## src/rtl/uart_bus_bridge.sv

```systemverilog
// UART-to-bus bridge.
// Receives command frames over an 8N1 UART, issues a single 32-bit bus
// access per frame, and sends the response back over the UART.
//
// Frame formats (bytes, in order):
//   write : 01 A0 A1 A2 A3 D0 D1 D2 D3  -> response AA
//   read  : 02 A0 A1 A2 A3              -> response R0 R1 R2 R3
//   other : any other first byte        -> response EE
// Multi-byte fields are little-endian.
//
// Ports:
//   clk_i, rst_ni    clock (rising edge), asynchronous active-low reset
//   uart_rx_i        serial input, idle high, asynchronous to clk_i
//   uart_tx_o        serial output, idle high
//   host_req_o       bus request, held until host_gnt_i is sampled
//   host_gnt_i       bus grant
//   host_addr_o      word-aligned byte address
//   host_we_o        write enable
//   host_be_o        byte enables, all ones while requesting
//   host_wdata_o     write data
//   host_rvalid_i    response valid (reads and writes)
//   host_rdata_i     read data, valid with host_rvalid_i
//   busy_o           parser outside CMD or a TX byte in flight
module uart_bus_bridge #(
    parameter int unsigned ClockFrequency     = 50_000_000,
    parameter int unsigned BaudRate           = 115_200,
    parameter int unsigned FrameTimeoutCycles = 500_000
) (
    input  logic        clk_i,
    input  logic        rst_ni,
    input  logic        uart_rx_i,
    output logic        uart_tx_o,
    output logic        host_req_o,
    input  logic        host_gnt_i,
    output logic [31:0] host_addr_o,
    output logic        host_we_o,
    output logic [3:0]  host_be_o,
    output logic [31:0] host_wdata_o,
    input  logic        host_rvalid_i,
    input  logic [31:0] host_rdata_i,
    output logic        busy_o
);

    localparam int unsigned ClocksPerBaud = ClockFrequency / BaudRate;
    localparam int unsigned HalfBaud      = (ClocksPerBaud / 2 > 0) ? ClocksPerBaud / 2 : 1;
    localparam int unsigned BaudW         = $clog2(ClocksPerBaud + 1);
    localparam int unsigned ToW           = $clog2(FrameTimeoutCycles + 1);

    localparam logic [BaudW-1:0] BaudLast = BaudW'(ClocksPerBaud - 1);
    localparam logic [BaudW-1:0] HalfLast = BaudW'(HalfBaud - 1);
    localparam logic [ToW-1:0]   ToLast   = ToW'(FrameTimeoutCycles - 1);

    typedef enum logic [1:0] {RxIdle, RxStart, RxData, RxStop} rx_state_e;
    typedef enum logic [1:0] {TxIdle, TxStart, TxData, TxStop} tx_state_e;
    typedef enum logic [2:0] {
        StCmd, StAddr, StWdata, StBusReq, StBusWait, StResp
    } state_e;

    // ------------------------------------------------------------------
    // Registers
    // ------------------------------------------------------------------
    logic [2:0]       rx_sync_q;
    rx_state_e        rx_state_q, rx_state_d;
    logic [BaudW-1:0] rx_cnt_q, rx_cnt_d;
    logic [2:0]       rx_bit_q, rx_bit_d;
    logic [7:0]       rx_shift_q, rx_shift_d;

    tx_state_e        tx_state_q, tx_state_d;
    logic [BaudW-1:0] tx_cnt_q, tx_cnt_d;
    logic [2:0]       tx_bit_q, tx_bit_d;
    logic [7:0]       tx_shift_q, tx_shift_d;

    state_e           state_q, state_d;
    logic [1:0]       byte_cnt_q, byte_cnt_d;
    logic             is_write_q, is_write_d;
    logic [31:0]      addr_q, addr_d;
    logic [31:0]      wdata_q, wdata_d;
    logic [31:0]      resp_buf_q, resp_buf_d;
    logic [2:0]       resp_left_q, resp_left_d;
    logic [ToW-1:0]   to_cnt_q, to_cnt_d;

    // ------------------------------------------------------------------
    // RX: synchroniser and 8N1 receiver
    // ------------------------------------------------------------------
    logic rx_bit;
    logic rx_fall;
    logic rx_valid;
    logic rx_err;

    // Flops 0 and 1 synchronise; flop 2 is the previous value for edge detection.
    assign rx_bit  = rx_sync_q[1];
    assign rx_fall = rx_sync_q[2] & ~rx_sync_q[1];

    always_comb begin
        rx_state_d = rx_state_q;
        rx_cnt_d   = rx_cnt_q + 1'b1;
        rx_bit_d   = rx_bit_q;
        rx_shift_d = rx_shift_q;
        rx_valid   = 1'b0;
        rx_err     = 1'b0;
        unique case (rx_state_q)
            RxIdle: begin
                rx_cnt_d = '0;
                if (rx_fall) begin
                    rx_state_d = RxStart;
                end
            end
            RxStart: begin
                if (rx_cnt_q == HalfLast) begin
                    rx_cnt_d = '0;
                    rx_bit_d = '0;
                    // A high start sample is a glitch, not a frame.
                    rx_state_d = rx_bit ? RxIdle : RxData;
                end
            end
            RxData: begin
                if (rx_cnt_q == BaudLast) begin
                    rx_cnt_d   = '0;
                    rx_shift_d = {rx_bit, rx_shift_q[7:1]};
                    rx_bit_d   = rx_bit_q + 1'b1;
                    if (rx_bit_q == 3'd7) begin
                        rx_state_d = RxStop;
                    end
                end
            end
            RxStop: begin
                if (rx_cnt_q == BaudLast) begin
                    rx_cnt_d   = '0;
                    rx_state_d = RxIdle;
                    rx_valid   = rx_bit;
                    rx_err     = ~rx_bit;
                end
            end
            default: rx_state_d = RxIdle;
        endcase
    end

    // ------------------------------------------------------------------
    // TX: 8N1 transmitter, loaded by the parser
    // ------------------------------------------------------------------
    logic       tx_load;
    logic [7:0] tx_byte;
    logic       tx_stop_done;
    logic       tx_ready;

    assign tx_stop_done = (tx_state_q == TxStop) && (tx_cnt_q == BaudLast);
    // Loading on the last stop cycle gives back-to-back bytes with one stop bit.
    assign tx_ready     = (tx_state_q == TxIdle) || tx_stop_done;

    always_comb begin
        tx_state_d = tx_state_q;
        tx_cnt_d   = tx_cnt_q + 1'b1;
        tx_bit_d   = tx_bit_q;
        tx_shift_d = tx_shift_q;
        unique case (tx_state_q)
            TxIdle: tx_cnt_d = '0;
            TxStart: begin
                if (tx_cnt_q == BaudLast) begin
                    tx_cnt_d   = '0;
                    tx_bit_d   = '0;
                    tx_state_d = TxData;
                end
            end
            TxData: begin
                if (tx_cnt_q == BaudLast) begin
                    tx_cnt_d   = '0;
                    tx_shift_d = {1'b0, tx_shift_q[7:1]};
                    tx_bit_d   = tx_bit_q + 1'b1;
                    if (tx_bit_q == 3'd7) begin
                        tx_state_d = TxStop;
                    end
                end
            end
            TxStop: begin
                if (tx_cnt_q == BaudLast) begin
                    tx_cnt_d   = '0;
                    tx_state_d = TxIdle;
                end
            end
            default: tx_state_d = TxIdle;
        endcase
        if (tx_load) begin
            tx_state_d = TxStart;
            tx_cnt_d   = '0;
            tx_shift_d = tx_byte;
        end
    end

    always_comb begin
        unique case (tx_state_q)
            TxStart: uart_tx_o = 1'b0;
            TxData:  uart_tx_o = tx_shift_q[0];
            default: uart_tx_o = 1'b1;
        endcase
    end

    // ------------------------------------------------------------------
    // Frame parser and bus master
    // ------------------------------------------------------------------
    logic bus_done;

    always_comb begin
        state_d     = state_q;
        byte_cnt_d  = byte_cnt_q;
        is_write_d  = is_write_q;
        addr_d      = addr_q;
        wdata_d     = wdata_q;
        resp_buf_d  = resp_buf_q;
        resp_left_d = resp_left_q;
        to_cnt_d    = to_cnt_q;
        tx_load     = 1'b0;
        tx_byte     = resp_buf_q[7:0];
        bus_done    = 1'b0;
        unique case (state_q)
            StCmd: begin
                if (rx_valid) begin
                    if (rx_shift_q == 8'h01 || rx_shift_q == 8'h02) begin
                        is_write_d = (rx_shift_q == 8'h01);
                        byte_cnt_d = '0;
                        to_cnt_d   = '0;
                        state_d    = StAddr;
                    end else begin
                        resp_buf_d  = 32'h0000_00EE;
                        resp_left_d = 3'd1;
                        state_d     = StResp;
                    end
                end
            end
            StAddr, StWdata: begin
                if (rx_err) begin
                    state_d = StCmd;
                end else if (rx_valid) begin
                    to_cnt_d   = '0;
                    byte_cnt_d = byte_cnt_q + 1'b1;
                    if (state_q == StAddr) begin
                        addr_d = {rx_shift_q, addr_q[31:8]};
                    end else begin
                        wdata_d = {rx_shift_q, wdata_q[31:8]};
                    end
                    if (byte_cnt_q == 2'd3) begin
                        if (state_q == StAddr && is_write_q) begin
                            state_d = StWdata;
                        end else begin
                            state_d = StBusReq;
                        end
                    end
                end else if (to_cnt_q == ToLast) begin
                    state_d = StCmd;
                end else begin
                    to_cnt_d = to_cnt_q + 1'b1;
                end
            end
            StBusReq: begin
                if (host_gnt_i) begin
                    state_d  = StBusWait;
                    bus_done = host_rvalid_i;
                end
            end
            StBusWait: bus_done = host_rvalid_i;
            StResp: begin
                if (resp_left_q != 3'd0) begin
                    if (tx_ready) begin
                        tx_load     = 1'b1;
                        resp_buf_d  = {8'h00, resp_buf_q[31:8]};
                        resp_left_d = resp_left_q - 1'b1;
                    end
                end else if (tx_stop_done) begin
                    state_d = StCmd;
                end
            end
            default: state_d = StCmd;
        endcase
        if (bus_done) begin
            state_d = StResp;
            if (is_write_q) begin
                resp_buf_d  = 32'h0000_00AA;
                resp_left_d = 3'd1;
            end else begin
                resp_buf_d  = host_rdata_i;
                resp_left_d = 3'd4;
            end
        end
    end

    assign host_req_o   = (state_q == StBusReq);
    assign host_addr_o  = addr_q & 32'hFFFF_FFFC;
    assign host_we_o    = is_write_q;
    assign host_be_o    = {4{host_req_o}};
    assign host_wdata_o = wdata_q;
    assign busy_o       = (state_q != StCmd) || (tx_state_q != TxIdle);

    // ------------------------------------------------------------------
    // State registers
    // ------------------------------------------------------------------
    always_ff @(posedge clk_i or negedge rst_ni) begin
        if (!rst_ni) begin
            rx_sync_q   <= 3'b111;
            rx_state_q  <= RxIdle;
            rx_cnt_q    <= '0;
            rx_bit_q    <= '0;
            rx_shift_q  <= '0;
            tx_state_q  <= TxIdle;
            tx_cnt_q    <= '0;
            tx_bit_q    <= '0;
            tx_shift_q  <= '0;
            state_q     <= StCmd;
            byte_cnt_q  <= '0;
            is_write_q  <= 1'b0;
            addr_q      <= '0;
            wdata_q     <= '0;
            resp_buf_q  <= '0;
            resp_left_q <= '0;
            to_cnt_q    <= '0;
        end else begin
            rx_sync_q   <= {rx_sync_q[1:0], uart_rx_i};
            rx_state_q  <= rx_state_d;
            rx_cnt_q    <= rx_cnt_d;
            rx_bit_q    <= rx_bit_d;
            rx_shift_q  <= rx_shift_d;
            tx_state_q  <= tx_state_d;
            tx_cnt_q    <= tx_cnt_d;
            tx_bit_q    <= tx_bit_d;
            tx_shift_q  <= tx_shift_d;
            state_q     <= state_d;
            byte_cnt_q  <= byte_cnt_d;
            is_write_q  <= is_write_d;
            addr_q      <= addr_d;
            wdata_q     <= wdata_d;
            resp_buf_q  <= resp_buf_d;
            resp_left_q <= resp_left_d;
            to_cnt_q    <= to_cnt_d;
        end
    end

endmodule

```

## config.mk

```make
export PLATFORM = sky130hd
export DESIGN_NAME = uart_bus_bridge
export DESIGN_NICKNAME = d
export VERILOG_FILES = /design/src/rtl/uart_bus_bridge.sv
export SDC_FILE = /design/constraint.sdc
export NUM_CORES = 1
export LEC_CHECK = 0
export ABC_CLOCK_PERIOD_IN_PS = 2700
export BUFFER_PORTS_ARGS = -buffer_cell sky130_fd_sc_hd__buf_2
export CELL_PAD_IN_SITES_DETAIL_PLACEMENT = 1
export CELL_PAD_IN_SITES_GLOBAL_PLACEMENT = 1
export CORE_UTILIZATION = 35
export DETAILED_ROUTE_END_ITERATION = 12
export PLACE_DENSITY = 0.64
export SETUP_SLACK_MARGIN = 0.15
export SLEW_MARGIN = 0
export SYNTH_ARGS = -nofsm -noshare
export SYNTH_HDL_FRONTEND = slang
export SYNTH_SLANG_ARGS = --single-unit
export TNS_END_PERCENT = 100
```

## constraint.sdc

```tcl
create_clock -name clk_i -period 2.7 [get_ports clk_i]
set_input_delay 0.135 -clock clk_i [delete_from_list [all_inputs] [get_ports clk_i]]
set_output_delay 0.135 -clock clk_i [all_outputs]
set_load 0.05 [all_outputs]
```

==> report_table.html, run 1 <==
<table>
<tr><th>Metric</th><th>Value</th></tr>
<tr><th colspan="2">Run status</th></tr>
<tr><td>Outcome</td><td>finished, final reports clean</td></tr>
<tr><th colspan="2">Synthesis</th></tr>
<tr><td>Mean Syn Cell Area</td><td>11.4 um2</td></tr>
<tr><td>Synth top area cells</td><td>sky130_fd_sc_hd__dfrtp_1 (53%), sky130_fd_sc_hd__mux2_2 (11%), sky130_fd_sc_hd__nor2_1 (3.4%)</td></tr>
<tr><td>Distinct cell type count of the synthesized netlist</td><td>60</td></tr>
<tr><td>Gate count of the mapped netlist</td><td>681</td></tr>
<tr><td>Cell area after technology mapping</td><td>7770 um2</td></tr>
<tr><td>Most instantiated cells after synthesis</td><td>sky130_fd_sc_hd__dfrtp_1 (166), sky130_fd_sc_hd__mux2_2 (74), sky130_fd_sc_hd__nor2_1 (71), sky130_fd_sc_hd__nand2_1 (41), sky130_fd_sc_hd__o21ai_0 (35)</td></tr>
<tr><td>Most instantiated flip-flop cell in the synthesis netlist</td><td>sky130_fd_sc_hd__dfrtp_1</td></tr>
<tr><td>Number of storage elements in the synthesis netlist</td><td>169</td></tr>
<tr><td>Number of synthesized flops with an enable pin</td><td>0</td></tr>
<tr><td>Share of the yosys chip area belonging to registers</td><td>0.545</td></tr>
<tr><td>Area share of the leading cell type in the synthesized netlist</td><td>0.534</td></tr>
<tr><td>Number of warning messages in the yosys log</td><td>0</td></tr>
<tr><td>Asr flop ratio synth</td><td>1.00</td></tr>
<tr><td>Top-count cell post-synth</td><td>sky130_fd_sc_hd__dfrtp_1</td></tr>
<tr><td>Synth area leader</td><td>sky130_fd_sc_hd__dfrtp_1</td></tr>
<tr><th colspan="2">Detailed routing</th></tr>
<tr><td>Number of vias after detailed routing</td><td>5843</td></tr>
<tr><td>Antenna-violating nets left</td><td>0</td></tr>
<tr><td>Detailed-route vias per instance</td><td>5.23</td></tr>
<tr><td>Final wirelength</td><td>19300 um</td></tr>
<tr><td>Post-route DRC</td><td>0</td></tr>
<tr><td>Post-DR wirelength/cell</td><td>17.2 um</td></tr>
<tr><td>Number of iterations in the first detailed-routing pass</td><td>4</td></tr>
<tr><td>Drt first-iter violations</td><td>225</td></tr>
<tr><th colspan="2">Layout</th></tr>
<tr><td>Antenna diode count</td><td>0</td></tr>
<tr><td>Layout overhead on the synthesized area</td><td>24.3%</td></tr>
<tr><td>Register area</td><td>4230 um2</td></tr>
<tr><td>Number of fillers in the final layout</td><td>2371</td></tr>
<tr><td>Area occupied by multi-input gates</td><td>3310 um2</td></tr>
<tr><td>Post-layout instance area</td><td>9660 um2</td></tr>
<tr><td>Final layout net count</td><td>881</td></tr>
<tr><td>Fraction of final layout cells with drive strength greater than 1</td><td>0.304</td></tr>
<tr><th colspan="2">Timing</th></tr>
<tr><td>Final setup TNS</td><td>0 ns</td></tr>
<tr><td>Max-slew headroom</td><td>0.553</td></tr>
<tr><td>Hold Vio Cnt, Final</td><td>0</td></tr>
<tr><td>Worst setup margin</td><td>0.296 ns</td></tr>
<tr><td>RSZ-0062 raised after global routing</td><td>no</td></tr>
<tr><td>Final clock period utilization by the worst path</td><td>0.890</td></tr>
<tr><td>Clock tree skew after final layout</td><td>0.0145 ns</td></tr>
<tr><td>Minimum period implied by the final worst setup slack</td><td>2.40 ns</td></tr>
<tr><td># setup viols final</td><td>0</td></tr>
<tr><td>Max Transition Viols Final</td><td>0</td></tr>
<tr><td>Fmax</td><td>416 MHz</td></tr>
<tr><td>Actual transition at the worst max-transition pin</td><td>0.670 ns</td></tr>
<tr><th colspan="2">Setup path</th></tr>
<tr><td>Required time worst endpoint</td><td>3.04 ns</td></tr>
<tr><td>Reg-to-reg critical path startpoint</td><td>tx_cnt_q[2]</td></tr>
<tr><td>Type of origin of the critical path</td><td>flop</td></tr>
<tr><td>Arr. time, crit path</td><td>2.74 ns</td></tr>
<tr><td>Type of the worst setup path</td><td>flop to flop</td></tr>
<tr><td>CP endpoint kind</td><td>flop</td></tr>
<tr><td>Maximum fanout along the worst path</td><td>40</td></tr>
<tr><td>Launching instance or port of the critical path</td><td>tx_cnt_q[2]</td></tr>
<tr><th colspan="2">Clock network</th></tr>
<tr><td>Level count of the clock H-tree</td><td>4</td></tr>
<tr><td>Clk sinks</td><td>169</td></tr>
<tr><td>CTS tree</td><td>done</td></tr>
<tr><td>Cts bufs inserted</td><td>17</td></tr>
<tr><td>Clock-pin slew of the registers on the worst-case setup and hold paths</td><td>0.07 ns</td></tr>
<tr><td>Buffer levels on the longest clock path</td><td>2</td></tr>
<tr><td>Insertion delay to the later sink of the worst-skew pair</td><td>0.44 ns</td></tr>
<tr><td>Cell chosen for the clock root</td><td>sky130_fd_sc_hd__clkbuf_16</td></tr>
<tr><th colspan="2">Global route</th></tr>
<tr><td>Number of antenna violations at the first check in global routing</td><td>0</td></tr>
<tr><td>Residual overflow from global routing</td><td>0</td></tr>
<tr><td>Global-route wire length before repair</td><td>32600 um</td></tr>
<tr><td>Vias in the first global route</td><td>6414</td></tr>
<tr><td>Maximum number of pins on one net before global-route repair</td><td>65</td></tr>
<tr><td>Overall routing resource usage</td><td>0.183</td></tr>
<tr><th colspan="2">Place</th></tr>
<tr><td>Routability Congestion</td><td>0.792</td></tr>
<tr><td>Worst slack, placed</td><td>0.141 ns</td></tr>
<tr><td>Number of port buffers</td><td>106</td></tr>
<tr><td>Total placed instance area</td><td>8670 um2</td></tr>
<tr><td>Total half-perimeter wirelength after legalization and detailed placement</td><td>13300 um</td></tr>
<tr><th colspan="2">Power and ir drop</th></tr>
<tr><td>Post-layout total power</td><td>0.00537 W</td></tr>
<tr><td>Power per Cell Area</td><td>556 nW/um2</td></tr>
<tr><td>Highest ir drop seen on vdd</td><td>0.403 mV</td></tr>
<tr><td>Leakage</td><td>4.80 nW</td></tr>
<tr><th colspan="2">Floorplanning</th></tr>
<tr><td>CORE AREA</td><td>21800 um2</td></tr>
<tr><td>Die Y-Extent</td><td>151 um</td></tr>
<tr><td>Num ports</td><td>109</td></tr>
<tr><td>Area enclosed by the die boundary</td><td>22800 um2</td></tr>
<tr><td>Die W</td><td>151 um</td></tr>
<tr><td>Number of cell rows</td><td>54</td></tr>
<tr><td>Initial core utilization</td><td>0.356</td></tr>
<tr><th colspan="2">Run</th></tr>
<tr><td>Max_cap viols</td><td>0</td></tr>
<tr><th colspan="2">Hold path</th></tr>
<tr><td>HP Start</td><td>host_rdata_i[2]</td></tr>
<tr><td>Class of the most critical hold timing path</td><td>input port to flop</td></tr>
</table>
[routing by layer]
layer | vias up | global-route usage | part of all wire
met4 | 0 | 0.0505 | 0.011
met3 | 16 | 0.0386 | 0.026
met1 | 2997 | 0.216 | 0.44
met2 | 83 | 0.333 | 0.52
li1 | 2747 | - | -
met5 | - | 0 | 0
[power breakdown]
group / internal, W / leakage (nW) / switching, W
Clock: 0.00128 / 0.300 / 0.00122
Combinational: 0.000107 / 2.16 / 0.000161
Sequential: 0.00256 / 2.34 / 0.0000465
[area by class of cell]
| type | instances | area share |
|---|---|---|
| repair buffers | 162 | 0.112 |
| clock inverters | 15 | 0.0201 |
| inverters | 20 | 0.00777 |
| flip-flops and latches | 169 | 0.438 |
| well taps | 280 | 0.0363 |
| multi-input cells | 455 | 0.342 |
| clock buffers | 17 | 0.0440 |
[worst max-delay path, cell delays in order, from the launching register on]
cell and delay (ns):
sky130_fd_sc_hd__dfrtp_1 0.43, sky130_fd_sc_hd__or4b_4 0.57, sky130_fd_sc_hd__nor3_4 0.24, sky130_fd_sc_hd__a211oi_2 0.11, sky130_fd_sc_hd__a211o_1 0.24, sky130_fd_sc_hd__buf_4 0.26
sky130_fd_sc_hd__or3_1 0.35, sky130_fd_sc_hd__o21ai_0 0.09
[flip-flops by register name, indices dropped and copies added (netlist names), 2 cells and up, named ones only]
name	count
addr_q	30
byte_cnt_q	2
host_wdata_o	32
resp_buf_q	32
resp_left_q	3
rx_bit_q	3
rx_cnt_q	9
rx_shift_q	8
rx_sync_q	3
state_q	3
to_cnt_q	19
tx_bit_q	3
tx_cnt_q	9
tx_shift_q	8
tx_state_q	2
[kinds of logic after synthesis]
logic type | Yosys count | synth area share
adders and majority gates | 19 | 0.0306
muxes | 83 | 0.119
xor gates and xnor gates | 17 | 0.0192
DFF | 169 | 0.545
buffers and inverters | 58 | 0.0357
other | 1 | 0.000482
AOI/OAI and AO/OA | 134 | 0.124
and+or+nand+nor | 200 | 0.127
[repair_timing]
action	4_1_cts	5_1_grt
resized for setup	2	7
endpoints found under the setup margin	19	92
hold endpoints to repair	92	0
hold buffers	32	0
setup buffers	1	0
pin swaps	1	0
[through the flow]
stage                     hold WS (ns)  instances  utilization
after global placement           0.150       1053        0.397
final                            0.137       1118        0.443
after detailed placement         0.167       1053        0.397
after global routing             0.128       1118        0.443
after CTS                        0.117       1118        0.441
after floorplan                 -0.161        682            -
[layout by cell type, fill, tap and decap left out, types with 9 or more instances in the layout]
cell type | synthesis | layout
sky130_fd_sc_hd__dfrtp_1 | 166 | 166
sky130_fd_sc_hd__buf_2 | 12 | 105
sky130_fd_sc_hd__mux2_2 | 74 | 74
sky130_fd_sc_hd__nor2_1 | 71 | 70
sky130_fd_sc_hd__nand2_1 | 41 | 40
sky130_fd_sc_hd__o21ai_0 | 35 | 35
sky130_fd_sc_hd__dlygate4sd3_1 | 0 | 32
sky130_fd_sc_hd__nand3_1 | 24 | 23
sky130_fd_sc_hd__inv_1 | 20 | 20
sky130_fd_sc_hd__buf_4 | 6 | 20
sky130_fd_sc_hd__ha_1 | 19 | 19
sky130_fd_sc_hd__clkbuf_16 | 0 | 17
sky130_fd_sc_hd__a221oi_1 | 14 | 14
sky130_fd_sc_hd__a22o_1 | 10 | 10
sky130_fd_sc_hd__o22ai_1 | 10 | 10
sky130_fd_sc_hd__nor2b_1 | 9 | 9
sky130_fd_sc_hd__xor2_1 | 9 | 9
sky130_fd_sc_hd__and3_1 | 9 | 9
sky130_fd_sc_hd__o31ai_1 | 9 | 9
sky130_fd_sc_hd__mux2i_1 | 9 | 9
[final timing paths]
kind | to | cells after the start | slack, ns
max in group asynchronous | rx_sync_q[0] | 3 | 1.71
max | resp_left_q[1] | 7 | 0.30
min | resp_buf_q[2] | 4 | 0.14
max reg2reg | resp_left_q[1] | 7 | 0.30
min reg2reg | rx_sync_q[1] | 0 | 0.37
min in group asynchronous | resp_buf_q[26] | 2 | 0.24
Note: power is estimated with default switching activity, not from simulation.
==> inputs of run 2 (changes only) <==
--- a/config.mk
+++ b/config.mk
@@ -5,12 +5,13 @@
 export SDC_FILE = /design/constraint.sdc
 export NUM_CORES = 1
 export LEC_CHECK = 0
-export ABC_CLOCK_PERIOD_IN_PS = 2700
 export BUFFER_PORTS_ARGS = -buffer_cell sky130_fd_sc_hd__buf_2
 export CELL_PAD_IN_SITES_DETAIL_PLACEMENT = 1
 export CELL_PAD_IN_SITES_GLOBAL_PLACEMENT = 1
 export CORE_UTILIZATION = 35
+export CTS_BUF_LIST = sky130_fd_sc_hd__clkbuf_2
 export DETAILED_ROUTE_END_ITERATION = 12
+export GPL_ROUTABILITY_DRIVEN = 0
 export PLACE_DENSITY = 0.64
 export SETUP_SLACK_MARGIN = 0.15
 export SLEW_MARGIN = 0
==> run 2 against run 1 <==
Compared with the run above: sequential share of layout area rose by 0.92 points; global-route usage fell by 0.10 points; clock power fell by 41%; register-to-register slack got worse by 0.03 ns; utilization fell by 0.90 points; worst hold slack got worse by 0.0059 ns; clock-buffer cell count did not move; die area did not move; clock skew rose by 0.041 ns; setup slack got worse by 0.034 ns; first-iteration DRC count fell by 33%; cell count rose by 0.98%; critical path type unchanged; critical endpoint unchanged.
==> report_table.html, run 2 (synthesis gave the netlist of run 1 again) <==
<table>
<tr><th>Metric</th><th>Value</th></tr>
<tr><th colspan="2">Floorplanning</th></tr>
<tr><td>Initial core utilization</td><td>0.356</td></tr>
<tr><td>Area enclosed by the die boundary</td><td>22800 um2</td></tr>
<tr><td>CORE AREA</td><td>21800 um2</td></tr>
<tr><td>Die W</td><td>151 um</td></tr>
<tr><td>Num ports</td><td>109</td></tr>
<tr><td>Number of cell rows</td><td>54</td></tr>
<tr><td>Die Y-Extent</td><td>151 um</td></tr>
<tr><th colspan="2">Timing</th></tr>
<tr><td>Actual transition at the worst max-transition pin</td><td>0.671 ns</td></tr>
<tr><td>Max Transition Viols Final</td><td>0</td></tr>
<tr><td>Final setup TNS</td><td>0 ns</td></tr>
<tr><td>Clock tree skew after final layout</td><td>0.0560 ns</td></tr>
<tr><td># setup viols final</td><td>0</td></tr>
<tr><td>Final clock period utilization by the worst path</td><td>0.903</td></tr>
<tr><td>RSZ-0062 raised after global routing</td><td>yes</td></tr>
<tr><td>Max-slew headroom</td><td>0.551</td></tr>
<tr><td>Minimum period implied by the final worst setup slack</td><td>2.44 ns</td></tr>
<tr><td>Fmax</td><td>410 MHz</td></tr>
<tr><td>Hold Vio Cnt, Final</td><td>0</td></tr>
<tr><th colspan="2">Hold path</th></tr>
<tr><td>Endpoint, Worst Hold</td><td>resp_buf_q[31]</td></tr>
<tr><td>Worst hold path cell count</td><td>3</td></tr>
<tr><td>HP Start</td><td>host_rdata_i[31]</td></tr>
<tr><td>Class of the most critical hold timing path</td><td>input port to flop</td></tr>
<tr><th colspan="2">Setup path</th></tr>
<tr><td>Delay of the slowest cell on the worst path</td><td>0.57 ns</td></tr>
<tr><td>Required time worst endpoint</td><td>3.36 ns</td></tr>
<tr><td>Arr. time, crit path</td><td>3.10 ns</td></tr>
<tr><td>CP endpoint kind</td><td>flop</td></tr>
<tr><td>Worst-path cell with the longest stage delay</td><td>sky130_fd_sc_hd__or4b_4</td></tr>
<tr><td>Reg2Reg Setup Slack</td><td>0.26 ns</td></tr>
<tr><td>Endpoint of the worst-slack reg-to-reg timing path</td><td>resp_left_q[1]</td></tr>
<tr><td>Cells along the critical path</td><td>or4b_4, nor3_4, a211oi_2, a211o_1, buf_4, or3_1, o21ai_0</td></tr>
<tr><td>Worst r2r path cells</td><td>7</td></tr>
<tr><td>Reg-to-reg critical path startpoint</td><td>tx_cnt_q[2]</td></tr>
<tr><td>Type of the worst setup path</td><td>flop to flop</td></tr>
<tr><td>Maximum fanout along the worst path</td><td>40</td></tr>
<tr><td>Type of origin of the critical path</td><td>flop</td></tr>
<tr><th colspan="2">Detailed routing</th></tr>
<tr><td>Drt first-iter violations</td><td>151</td></tr>
<tr><td>Antenna-violating nets left</td><td>0</td></tr>
<tr><td>Detailed-route vias per instance</td><td>5.18</td></tr>
<tr><td>Number of vias after detailed routing</td><td>5852</td></tr>
<tr><td>Number of iterations in the first detailed-routing pass</td><td>5</td></tr>
<tr><td>Post-DR wirelength/cell</td><td>17.2 um</td></tr>
<tr><td>Post-route DRC</td><td>0</td></tr>
<tr><td>Final wirelength</td><td>19400 um</td></tr>
<tr><th colspan="2">Power and ir drop</th></tr>
<tr><td>Highest ir drop seen on vdd</td><td>0.339 mV</td></tr>
<tr><td>Power per Cell Area</td><td>461 nW/um2</td></tr>
<tr><td>Leakage</td><td>4.72 nW</td></tr>
<tr><th colspan="2">Place</th></tr>
<tr><td>Total half-perimeter wirelength after legalization and detailed placement</td><td>13300 um</td></tr>
<tr><td>Number of port buffers</td><td>106</td></tr>
<tr><td>Count of placed standard cells including taps</td><td>1053</td></tr>
<tr><th colspan="2">Clock network</th></tr>
<tr><td>Clk sinks</td><td>169</td></tr>
<tr><td>Clock-pin slew of the registers on the worst-case setup and hold paths</td><td>0.30 ns</td></tr>
<tr><td>Level count of the clock H-tree</td><td>4</td></tr>
<tr><td>Cts bufs inserted</td><td>17</td></tr>
<tr><td>Buffer levels on the longest clock path</td><td>2</td></tr>
<tr><td>Cell chosen for the clock root</td><td>sky130_fd_sc_hd__clkbuf_2</td></tr>
<tr><td>CTS tree</td><td>done</td></tr>
<tr><td>Insertion delay to the later sink of the worst-skew pair</td><td>0.77 ns</td></tr>
<tr><th colspan="2">Layout</th></tr>
<tr><td>Most common library cell in the layout ignoring fill and taps</td><td>sky130_fd_sc_hd__dfrtp_1</td></tr>
<tr><td>Post-layout util</td><td>0.434</td></tr>
<tr><td>Number of fillers in the final layout</td><td>2392</td></tr>
<tr><td>Layout overhead on the synthesized area</td><td>21.8%</td></tr>
<tr><td>Commonest non-fill, non-tap cells in the layout</td><td>sky130_fd_sc_hd__dfrtp_1 (165), sky130_fd_sc_hd__buf_2 (104), sky130_fd_sc_hd__mux2_2 (74)</td></tr>
<tr><td>Fraction of final layout cells with drive strength greater than 1</td><td>0.305</td></tr>
<tr><td>Final cell count without fillers</td><td>1129</td></tr>
<tr><td>Final layout net count</td><td>891</td></tr>
<tr><th colspan="2">Global route</th></tr>
<tr><td>Residual overflow from global routing</td><td>0</td></tr>
<tr><td>Number of antenna violations at the first check in global routing</td><td>1</td></tr>
<tr><td>Global-route wire length before repair</td><td>32500 um</td></tr>
<tr><td>Maximum number of pins on one net before global-route repair</td><td>62</td></tr>
<tr><td>Vias in the first global route</td><td>6382</td></tr>
<tr><td>Overall routing resource usage</td><td>0.182</td></tr>
<tr><th colspan="2">Run</th></tr>
<tr><td>Max_cap viols</td><td>0</td></tr>
<tr><th colspan="2">Run status</th></tr>
<tr><td>Outcome</td><td>finished, final reports clean</td></tr>
</table>
[run 2: how the worst max path moves through the flow]
stage	start	endpoint	slack (ns)
6_report	tx_cnt_q[2]	resp_left_q[1]	0.26
5_1_grt	state_q[1]	host_req_o	0.13
4_1_cts	rx_cnt_q[1]	resp_left_q[1]	0.14
3_5_place_dp	rx_shift_q[3]	to_cnt_q[7]	0.14
3_3_place_gp	rx_cnt_q[1]	addr_q[13]	0.28
2_1_floorplan	tx_cnt_q[2]	resp_buf_q[0]	0.48
[run 2: cell type report]
class                      instances  area [um2]  share of cell area
sequential                       169        4230               0.447
multi-input combinational        455        3320               0.351
timing repair buffer             172        1200               0.127
tap                              280         350              0.0370
clock inverter                    15         194              0.0205
clock buffer                      17        85.1             0.00899
inverter                          20        75.1             0.00793
antenna                            1        2.50            0.000264
[run 2: what timing repair did]
| action | CTS | global route |
|---|---|---|
| gates resized for setup | 2 | 13 |
| hold buffers | 41 | 0 |
| endpoints found under the setup margin | 6 | 87 |
| endpoints found under the hold margin | 202 | 0 |
| pin swaps | 0 | 2 |
| setup buffers | 0 | 2 |
[run 2: report_power, final]
group          internal, W  switching, W
Combinational     0.000118      0.000164
Sequential         0.00257     0.0000449
Clock             0.000347       0.00112
Total              0.00303       0.00133
[run 2: worst max-delay path: cells and delay by family, from the launching register on]
kind | cells | cell delay (ns)
AND/OR/NAND/NOR | 3 | 1.17
flip-flops | 1 | 0.49
AO/OA/AOI/OAI | 3 | 0.44
buffers and inverters | 1 | 0.26
[run 2: metal layers]
metal,vias up,share of wire,global-route usage
li1,2768,-,-
met1,2991,0.45,0.217
met2,80,0.52,0.332
met3,13,0.025,0.0346
met4,0,0.0083,0.0455
met5,-,0,0
[run 2: through the flow]
step	cell area, um2	hold slack (ns)	setup WS, ns	total power (W)
after global placement	8670	0.150	0.283	0.00287
final	9470	0.131	0.261	0.00436
after detailed placement	8670	0.167	0.141	0.00288
after CTS	9390	0.0274	0.139	0.00442
after global routing	9470	0.0371	0.131	0.00456
after floorplan	7780	-0.161	0.478	0.00276
